<file path="src/rtl/decode_issue_pkg.sv">
// Shared decode constants for the RV32I decode/issue stage and the ALU it feeds.
package decode_issue_pkg;

  localparam int unsigned XLEN      = 32;
  localparam int unsigned REG_COUNT = 32;
  localparam int unsigned REG_AW    = 5;

  localparam logic [6:0] OP     = 7'b0110011;
  localparam logic [6:0] OP_IMM = 7'b0010011;
  localparam logic [6:0] LUI    = 7'b0110111;
  localparam logic [6:0] AUIPC  = 7'b0010111;

  localparam logic [2:0] ADD_SUB = 3'b000;
  localparam logic [2:0] SLL     = 3'b001;
  localparam logic [2:0] SLT     = 3'b010;
  localparam logic [2:0] SLTU    = 3'b011;
  localparam logic [2:0] XOR     = 3'b100;
  localparam logic [2:0] SRL_SRA = 3'b101;
  localparam logic [2:0] OR      = 3'b110;
  localparam logic [2:0] AND     = 3'b111;

  localparam logic [6:0] F7_SUB_SRA = 7'b0100000;

endpackage

</file>
<file path="src/rtl/decode_issue_regfile_2r1w.sv">
// Register file: two combinational read ports, one synchronous write port, x0 reads zero.
module regfile_2r1w
  import decode_issue_pkg::*;
(
  input  logic              clk,
  input  logic [REG_AW-1:0] raddr1,
  input  logic [REG_AW-1:0] raddr2,
  output logic [XLEN-1:0]   rdata1,
  output logic [XLEN-1:0]   rdata2,
  input  logic              we,
  input  logic [REG_AW-1:0] waddr,
  input  logic [XLEN-1:0]   wdata
);

  logic [XLEN-1:0] mem [REG_COUNT];

  always_ff @(posedge clk) begin
    if (we && (waddr != '0)) mem[waddr] <= wdata;
  end

  assign rdata1 = (raddr1 == '0) ? '0 : mem[raddr1];
  assign rdata2 = (raddr2 == '0) ? '0 : mem[raddr2];

endmodule

</file>
<file path="src/rtl/decode_issue.sv">
// RV32I decode/issue stage with busy-bit hazard stalls and one registered ALU op slot.
// Optional macro DECODE_WB_BYPASS_EN forwards same-cycle writeback data to the sources.
module decode_issue
  import decode_issue_pkg::*;
(
  input  logic              clk,
  input  logic              rst_n,
  input  logic              in_valid,
  output logic              in_ready,
  input  logic [31:0]       in_instr,
  input  logic [XLEN-1:0]   in_pc,
  input  logic              wb_en,
  input  logic [REG_AW-1:0] wb_rd,
  input  logic [XLEN-1:0]   wb_data,
  output logic              out_valid,
  input  logic              out_ready,
  output logic [6:0]        out_opcode,
  output logic [2:0]        out_funct3,
  output logic [6:0]        out_funct7,
  output logic [XLEN-1:0]   out_in1,
  output logic [XLEN-1:0]   out_in2,
  output logic [REG_AW-1:0] out_rd,
  output logic [XLEN-1:0]   out_pc,
  output logic              out_illegal
);

  logic [6:0]        opcode;
  logic [REG_AW-1:0] rd;
  logic [REG_AW-1:0] rs1;
  logic [REG_AW-1:0] rs2;
  logic [2:0]        funct3;
  logic [6:0]        funct7;
  logic [XLEN-1:0]   imm_i;
  logic [XLEN-1:0]   imm_u;

  assign opcode = in_instr[6:0];
  assign rd     = in_instr[11:7];
  assign funct3 = in_instr[14:12];
  assign rs1    = in_instr[19:15];
  assign rs2    = in_instr[24:20];
  assign funct7 = in_instr[31:25];
  assign imm_i  = {{(XLEN-12){in_instr[31]}}, in_instr[31:20]};
  assign imm_u  = {in_instr[31:12], 12'b0};

  logic [XLEN-1:0] rdata1;
  logic [XLEN-1:0] rdata2;

  regfile_2r1w u_regfile (
    .clk    (clk),
    .raddr1 (rs1),
    .raddr2 (rs2),
    .rdata1 (rdata1),
    .rdata2 (rdata2),
    .we     (wb_en),
    .waddr  (wb_rd),
    .wdata  (wb_data)
  );

  logic byp1;
  logic byp2;

`ifdef DECODE_WB_BYPASS_EN
  assign byp1 = wb_en && (wb_rd == rs1) && (rs1 != '0);
  assign byp2 = wb_en && (wb_rd == rs2) && (rs2 != '0);
`else
  assign byp1 = 1'b0;
  assign byp2 = 1'b0;
`endif

  logic [XLEN-1:0] src1;
  logic [XLEN-1:0] src2;

  assign src1 = byp1 ? wb_data : rdata1;
  assign src2 = byp2 ? wb_data : rdata2;

  logic is_op;
  logic is_opimm;
  logic is_lui;
  logic is_auipc;
  logic legal;

  assign is_op    = (opcode == OP);
  assign is_opimm = (opcode == OP_IMM);
  assign is_lui   = (opcode == LUI);
  assign is_auipc = (opcode == AUIPC);
  assign legal    = is_op | is_opimm | is_lui | is_auipc;

  logic [REG_COUNT-1:0] busy;
  logic [REG_COUNT-1:0] busy_next;
  logic                 hazard;
  logic                 accept;

  // busy[0] is never set, so x0 can never create a hazard
  assign hazard = ((is_op | is_opimm) & busy[rs1] & ~byp1)
                | (is_op & busy[rs2] & ~byp2)
                | (legal & busy[rd]);

  assign in_ready = (~out_valid | out_ready) & ~hazard;
  assign accept   = in_valid & in_ready;

  logic [2:0]        d_funct3;
  logic [6:0]        d_funct7;
  logic [XLEN-1:0]   d_in1;
  logic [XLEN-1:0]   d_in2;
  logic [REG_AW-1:0] d_rd;

  always_comb begin
    d_funct3 = '0;
    d_funct7 = '0;
    d_in1    = '0;
    d_in2    = '0;
    d_rd     = '0;
    if (is_op) begin
      d_funct3 = funct3;
      d_funct7 = funct7;
      d_in1    = src1;
      d_in2    = src2;
      d_rd     = rd;
    end else if (is_opimm) begin
      d_funct3 = funct3;
      d_in1    = src1;
      d_rd     = rd;
      // only shifts carry funct7; otherwise ADDI could look like SUB
      if ((funct3 == SLL) || (funct3 == SRL_SRA)) begin
        d_funct7 = funct7;
        d_in2    = XLEN'(in_instr[24:20]);
      end else begin
        d_in2    = imm_i;
      end
    end else if (is_lui) begin
      d_in2 = imm_u;
      d_rd  = rd;
    end else if (is_auipc) begin
      d_in1 = in_pc;
      d_in2 = imm_u;
      d_rd  = rd;
    end
  end

  // set beats clear when the same register is both issued and written back
  always_comb begin
    busy_next = busy;
    if (wb_en && (wb_rd != '0)) busy_next[wb_rd] = 1'b0;
    if (accept && legal && (rd != '0)) busy_next[rd] = 1'b1;
  end

  always_ff @(posedge clk) begin
    if (!rst_n) begin
      busy        <= '0;
      out_valid   <= 1'b0;
      out_opcode  <= '0;
      out_funct3  <= '0;
      out_funct7  <= '0;
      out_in1     <= '0;
      out_in2     <= '0;
      out_rd      <= '0;
      out_pc      <= '0;
      out_illegal <= 1'b0;
    end else begin
      busy <= busy_next;
      if (accept) begin
        out_valid   <= 1'b1;
        out_opcode  <= opcode;
        out_funct3  <= d_funct3;
        out_funct7  <= d_funct7;
        out_in1     <= d_in1;
        out_in2     <= d_in2;
        out_rd      <= d_rd;
        out_pc      <= in_pc;
        out_illegal <= ~legal;
      end else if (out_ready) begin
        out_valid <= 1'b0;
      end
    end
  end

endmodule

</file>
<file path="config.mk">
export PLATFORM = sky130hd
export DESIGN_NAME = decode_issue
export DESIGN_NICKNAME = d
export VERILOG_FILES = /design/src/rtl/decode_issue_pkg.sv /design/src/rtl/decode_issue_regfile_2r1w.sv /design/src/rtl/decode_issue.sv
export SDC_FILE = /design/constraint.sdc
export NUM_CORES = 2
export LEC_CHECK = 0
export CAP_MARGIN = 10
export CORE_MARGIN = 8
export CORE_UTILIZATION = 50
export CTS_CLUSTER_DIAMETER = 120
export DETAILED_ROUTE_END_ITERATION = 8
export GPL_ROUTABILITY_DRIVEN = 0
export HOLD_SLACK_MARGIN = 0.06
export PLACE_DENSITY_LB_ADDON = 0.1
export SYNTH_ARGS = -nofsm -noshare
export SYNTH_HDL_FRONTEND = slang
export SYNTH_HIERARCHICAL = 1
export SYNTH_SLANG_ARGS = --single-unit
</file>
<file path="constraint.sdc">
create_clock -name clk -period 3.4 [get_ports clk]
set_clock_uncertainty 0.15 [all_clocks]
set_input_delay 0.34 -clock clk [delete_from_list [all_inputs] [get_ports clk]]
set_output_delay 0.34 -clock clk [all_outputs]
set_load 0.02 [all_outputs]
</file>
After elaboration in Yosys (flattened, before gate mapping):

Memory sizes are Yosys's and may differ from the RTL's.
Index checks and enable logic that the tools add are counted.

* word-level logic and storage cells: 87
* bits in writable memories: 1024
* memories: 1
* register bits after elaboration: 152
* bits of input ports: 106

Memory list
* u_regfile.mem: words 32, width 32, read ports 2, clocked after Yosys merged registers in 0, write ports 1, RTL line decode_issue_regfile_2r1w.sv:15 `logic [XLEN-1:0] mem [REG_COUNT];`

* muxes and demuxes: 36
* order comparisons: 6
* eq/ne operators: 6
* bitwise gates (word level): 17
* reductions and logical operators: 11

Operators by type and width (number)
* 2-to-1 mux 32 bit: 13
* bitwise AND 32 bit: 1
* NOT 32 bit: 1
* bitwise OR 32 bit: 1
* less-than comparator 5 x 6 -> 1 bit (second input constant): 4
* 2-to-1 mux 7 bit: 3
* 2-to-1 mux 5 bit: 4
* binary-select mux 1 bit (select 5 bit): 3
* == test 7 x 5 -> 1 bit (second input constant): 2
* == test 7 x 6 -> 1 bit (second input constant): 2
* demux 1 bit (select 5 bit): 2
* greater-or-equal comparator 5 x 1 -> 1 bit (second input constant): 2
* logical NOT 5 bit: 2
* nonzero test 5 bit: 2
* 2-to-1 mux 1 bit: 9
* 2-to-1 mux 3 bit: 2
* bitwise OR 1 bit: 6
* bitwise AND 1 bit: 5
* logical AND 1 bit: 5
* == test 3 x 1 -> 1 bit (second input constant): 1
* == test 3 bit (second input constant): 1
* NOT 1 bit: 3
* nonzero test 2 bit: 1
* logical OR 1 bit: 1

Logic depth before layout (Yosys ltp):

* depth after elaboration: 12
* depth in mapped cells: 12

Hierarchy:

The synthesis kept the hierarchy.

Modules (own cells, without submodules)
* regfile_2r1w: cells an instance 2564, times used 1, area each 47929.7 sq um
* decode_issue: cells an instance 835, times used 1, area each 7420.9 sq um

Least setup slack after synthesis:

Ideal clock, no wire load.

* kind: input to register
* start point: in wb_rd[1]
* end point: mem u_regfile.mem[12][0], enable pin
* path slack: 0.490 ns
* required time: 2.829 ns
* cell stages on the path: 3
* data arrival time: 2.339 ns
* cell sequence: or3b_2 clkbuf_1 nor2_1

* cells in the longest elaborated chain, start to end: 4

RTL lines
* from (decl): RTL line decode_issue.sv:13 `input logic [REG_AW-1:0] wb_rd,`
* nonzero test 5 bit: RTL line decode_issue_regfile_2r1w.sv:18 `if (we && (waddr != '0)) mem[waddr] <= wdata;`
* logical AND 1 bit: RTL line decode_issue_regfile_2r1w.sv:18
* 2-to-1 mux 1 bit: RTL line decode_issue_regfile_2r1w.sv:18
* 2-to-1 mux 1 bit (implied by the code): RTL line decode_issue_regfile_2r1w.sv:18
* to (decl): RTL line decode_issue_regfile_2r1w.sv:15

Parallel ways exist; a longest one is shown, timed or not.

Worst setup path after layout:

* start point: reg busy[3]
* end point: out in_ready

* cells in the longest elaborated chain, start to end: 7
* elaborated cells on any way between the ends: 13
* those cells by class: mux: 6; bitwise: 7

RTL lines
* from (decl): RTL line decode_issue.sv:88 `logic [REG_COUNT-1:0] busy;`
* from (signal assigned): RTL line decode_issue.sv:160 `busy <= busy_next;`
* binary-select mux 1 bit (select 5 bit) (on tied branches): RTL line decode_issue.sv:94, decode_issue.sv:95
* 2-to-1 mux 1 bit (on tied branches): RTL line decode_issue.sv:94, decode_issue.sv:95
* bitwise AND 1 bit (on tied branches): RTL line decode_issue.sv:94, decode_issue.sv:95
* bitwise OR 1 bit: RTL line decode_issue.sv:95 `| (is_op & busy[rs2] & ~byp2)`
* bitwise OR 1 bit (*): RTL line decode_issue.sv:96 `| (legal & busy[rd]);`
* NOT 1 bit (*): RTL line decode_issue.sv:98 `assign in_ready = (~out_valid | out_ready) & ~hazard;`
* bitwise AND 1 bit (*): RTL line decode_issue.sv:98
* to (decl): RTL line decode_issue.sv:9 `output logic in_ready,`

Mark *: on every way between the ends. The rest lies on a longest branch, timed or not. The select of a mux whose other input is x is not followed.

==> results.json <==
{
  "status": "finished, final reports clean",
  "tightest_slew_ns": 1.23,
  "routed_via_density": 6.98,
  "cts_buffers": 120,
  "clockBufferDepth": 3,
  "yosys-top-cells-area": "edfxtp_1, mux4_2, mux2i_1",
  "yosysWarnings": 6,
  "period_share_pct": 94.5,
  "filler_cell_count": 8140,
  "final-setup-viol-count": 0,
  "synth_ff_type": "edfxtp_1",
  "hold_path_class": "primary input to register",
  "multi_input_area_um2": 20400,
  "synth_top_cell_by_area": "edfxtp_1",
  "path_clk_slew_ns": 0.07,
  "end_kind": "output pin",
  "grt_start_max_net_pins": 101,
  "relSlewSlack_pct": 17.9,
  "power_leakage_nw": 21.8,
  "die_w_um": 349,
  "core-area_um2": 110000,
  "port_buffers": 226,
  "synth_top_area_share_pct": 55.6,
  "cts_tree": "done",
  "cts-root-buf": "clkbuf_16",
  "syn_avg_cell_area_um2": 16.3,
  "total_power_mw": 32.9,
  "p_per_area_nw_per_um2": 500,
  "vias": 37494,
  "area_growth_pct": 18.9,
  "ant_nets": 0,
  "drt_pass1_iterations": 6,
  "grtUsageTotal_pct": 31.1,
  "async_flop_share_pct": 0,
  "drc": 0,
  "post_drt_wl_per_cell_um": 36.0,
  "synth_area_um2": 55400,
  "netlist-cell-type-count": 60,
  "die_h_um": 349,
  "cp.required_ns": 2.91,
  "vdd_drop_max_uv": 493,
  "drtIter0Drc": 4729,
  "timing_worst_setup_path_type": "register to output pin",
  "min_period_ns": 3.21,
  "fmax_ghz": 0.311,
  "layout-drive-gt1-share_pct": 25.3,
  "h-tree-depth": 3,
  "worstSetupStartpointType": "register",
  "row_count": 122,
  "crit_arrival_ns": 2.72,
  "drv_slew": 0,
  "grt_antenna_before_repair": 11,
  "syn_inst": 3399,
  "initial_core_util_pct": 50.2,
  "overflow": 0,
  "synth_common_cells": "edfxtp_1, mux2i_1, mux4_2",
  "die_area_um2": 122000,
  "detailed_place_hpwl_um": 118000,
  "yosysSeqAreaShare_pct": 61.1,
  "finalHoldViolations": 0,
  "max_cap_viol_count": 0,
  "finalWorstSetupSlack_ns": 0.186,
  "clock_latency_ns": 0.72,
  "grt_pass1_vias": 37575,
  "synth_most_common_cell": "edfxtp_1",
  "register_area_um2": 33800,
  "final_nets": 3874,
  "ys_ff_latch": 1176,
  "wl_um": 193000,
  "synth_edf_count": 1024,
  "crit_fanout": 4,
  "rsz0062_at_grt": "false",
  "clock_sinks": 1176,
  "post-place-ws_ns": -0.219,
  "grt_pass1_wl_um": 273000,
  "ios": 227
}
==> placed cells by master, fill, tap and decap left out, types with 64 or more instances in the layout <==
master and n:
a21oi_1 113, o221ai_1 64, clkbuf_16 125, o21ai_0 150
mux2_2 74, buf_12 90, a211oi_1 96, a22oi_1 95
mux4_2 320, edfxtp_1 1024, nand4_1 76, mux2i_1 334
nand2_1 153, clkdlybuf4s50_1 214, buf_4 206, dfxtp_1 152
==> metrics by stage <==
stage | std cells | TNS (ns) | cell area [um^2] | hold slack [ns] | util, %
CTS | 5360 | 0 | 65800 | 0.0609 | 59.7
floorplan | 3430 | 0 | 55500 | 0.289 | -
global route | 5361 | 0 | 65800 | 0.107 | 59.7
detailed placement | 5126 | -2.24 | 61700 | 0.309 | 56.0
global placement | 5126 | -2.27 | 61700 | 0.300 | 56.0
finish | 5368 | 0 | 65800 | 0.101 | 59.7
==> worst paths after layout <==
check	end	start	depth (start not counted)	slack, ns
hold / removal	out_pc[9]$_SDFFE_PN0P_	in_pc[9]	3	0.10
hold reg to reg	out_in2[14]$_SDFFE_PN0P_	out_in2[14]$_SDFFE_PN0P_	2	0.32
setup / recovery	in_ready	busy[3]$_SDFF_PN0_	7	0.19
setup reg to reg	out_in2[31]$_SDFFE_PN0P_	busy[3]$_SDFF_PN0_	8	0.53
==> final cells by class <==
class                           count  area share [%]
Multi-Input combinational cell   1936            31.0
Inverter                            6          0.0361
Tap cell                         1488            2.83
Sequential cell                  1176            51.4
Timing Repair Buffer              528            8.62
Clock inverter                     66           0.972
Antenna cell                        8          0.0304
Clock buffer                      160            5.13
==> worst max-delay path: stages (launching register included) <==
cell	delay, ns
dfxtp_1	0.35
mux4_2	0.47
or4_1	0.40
nand4_1	0.14
o311a_4	0.21
and2_1	0.17
buf_12	0.12
buf_2	0.16
==> flip-flops by register name, indices dropped and copies added (netlist names), 5 cells and up <==
name / cells
out_in2: 32
u_regfile/mem: 1024
out_rd: 5
out_opcode: 7
busy: 32
out_pc: 32
out_funct7: 7
out_in1: 32
==> logic make-up after synthesis <==
group | count (synthesis) | synth area share [%]
AOI/OAI and AO/OA | 699 | 8.95
buffers and inverters | 318 | 2.99
DFF | 1176 | 61.1
muxes | 783 | 23.1
other | 1 | 0.00677
and+or+nand+nor | 422 | 3.85
==> power by group <==
group / total, mW / leakage (nW) / internal [mW] / switching, mW
clock: 13.4 / 1.96 / 7.72 / 5.64
combinational: 3.48 / 9.33 / 1.42 / 2.07
sequential: 16.0 / 10.5 / 15.9 / 0.118
total: 32.9 / 21.8 / 25.1 / 7.83
==> repair_timing <==
item | 4_1_cts | 5_1_grt
hold buffers | 8 | 0
endpoints found under the setup margin | 1 | 1
resized for setup | 4 | 2
buffers inserted | 0 | 0
endpoints found under the hold margin | 27 | 0
==> layer usage <==
| layer | track usage [%] | share of wire (%) | up-vias |
|---|---|---|---|
| met4 | 12.4 | 4.3 | 10 |
| met3 | 7.37 | 12 | 463 |
| met5 | 0 | 0.031 | - |
| li1 | - | - | 14987 |
| met2 | 49.7 | 47 | 2490 |
| met1 | 41.2 | 37 | 19544 |
Note: power is estimated with default switching activity, not from simulation.
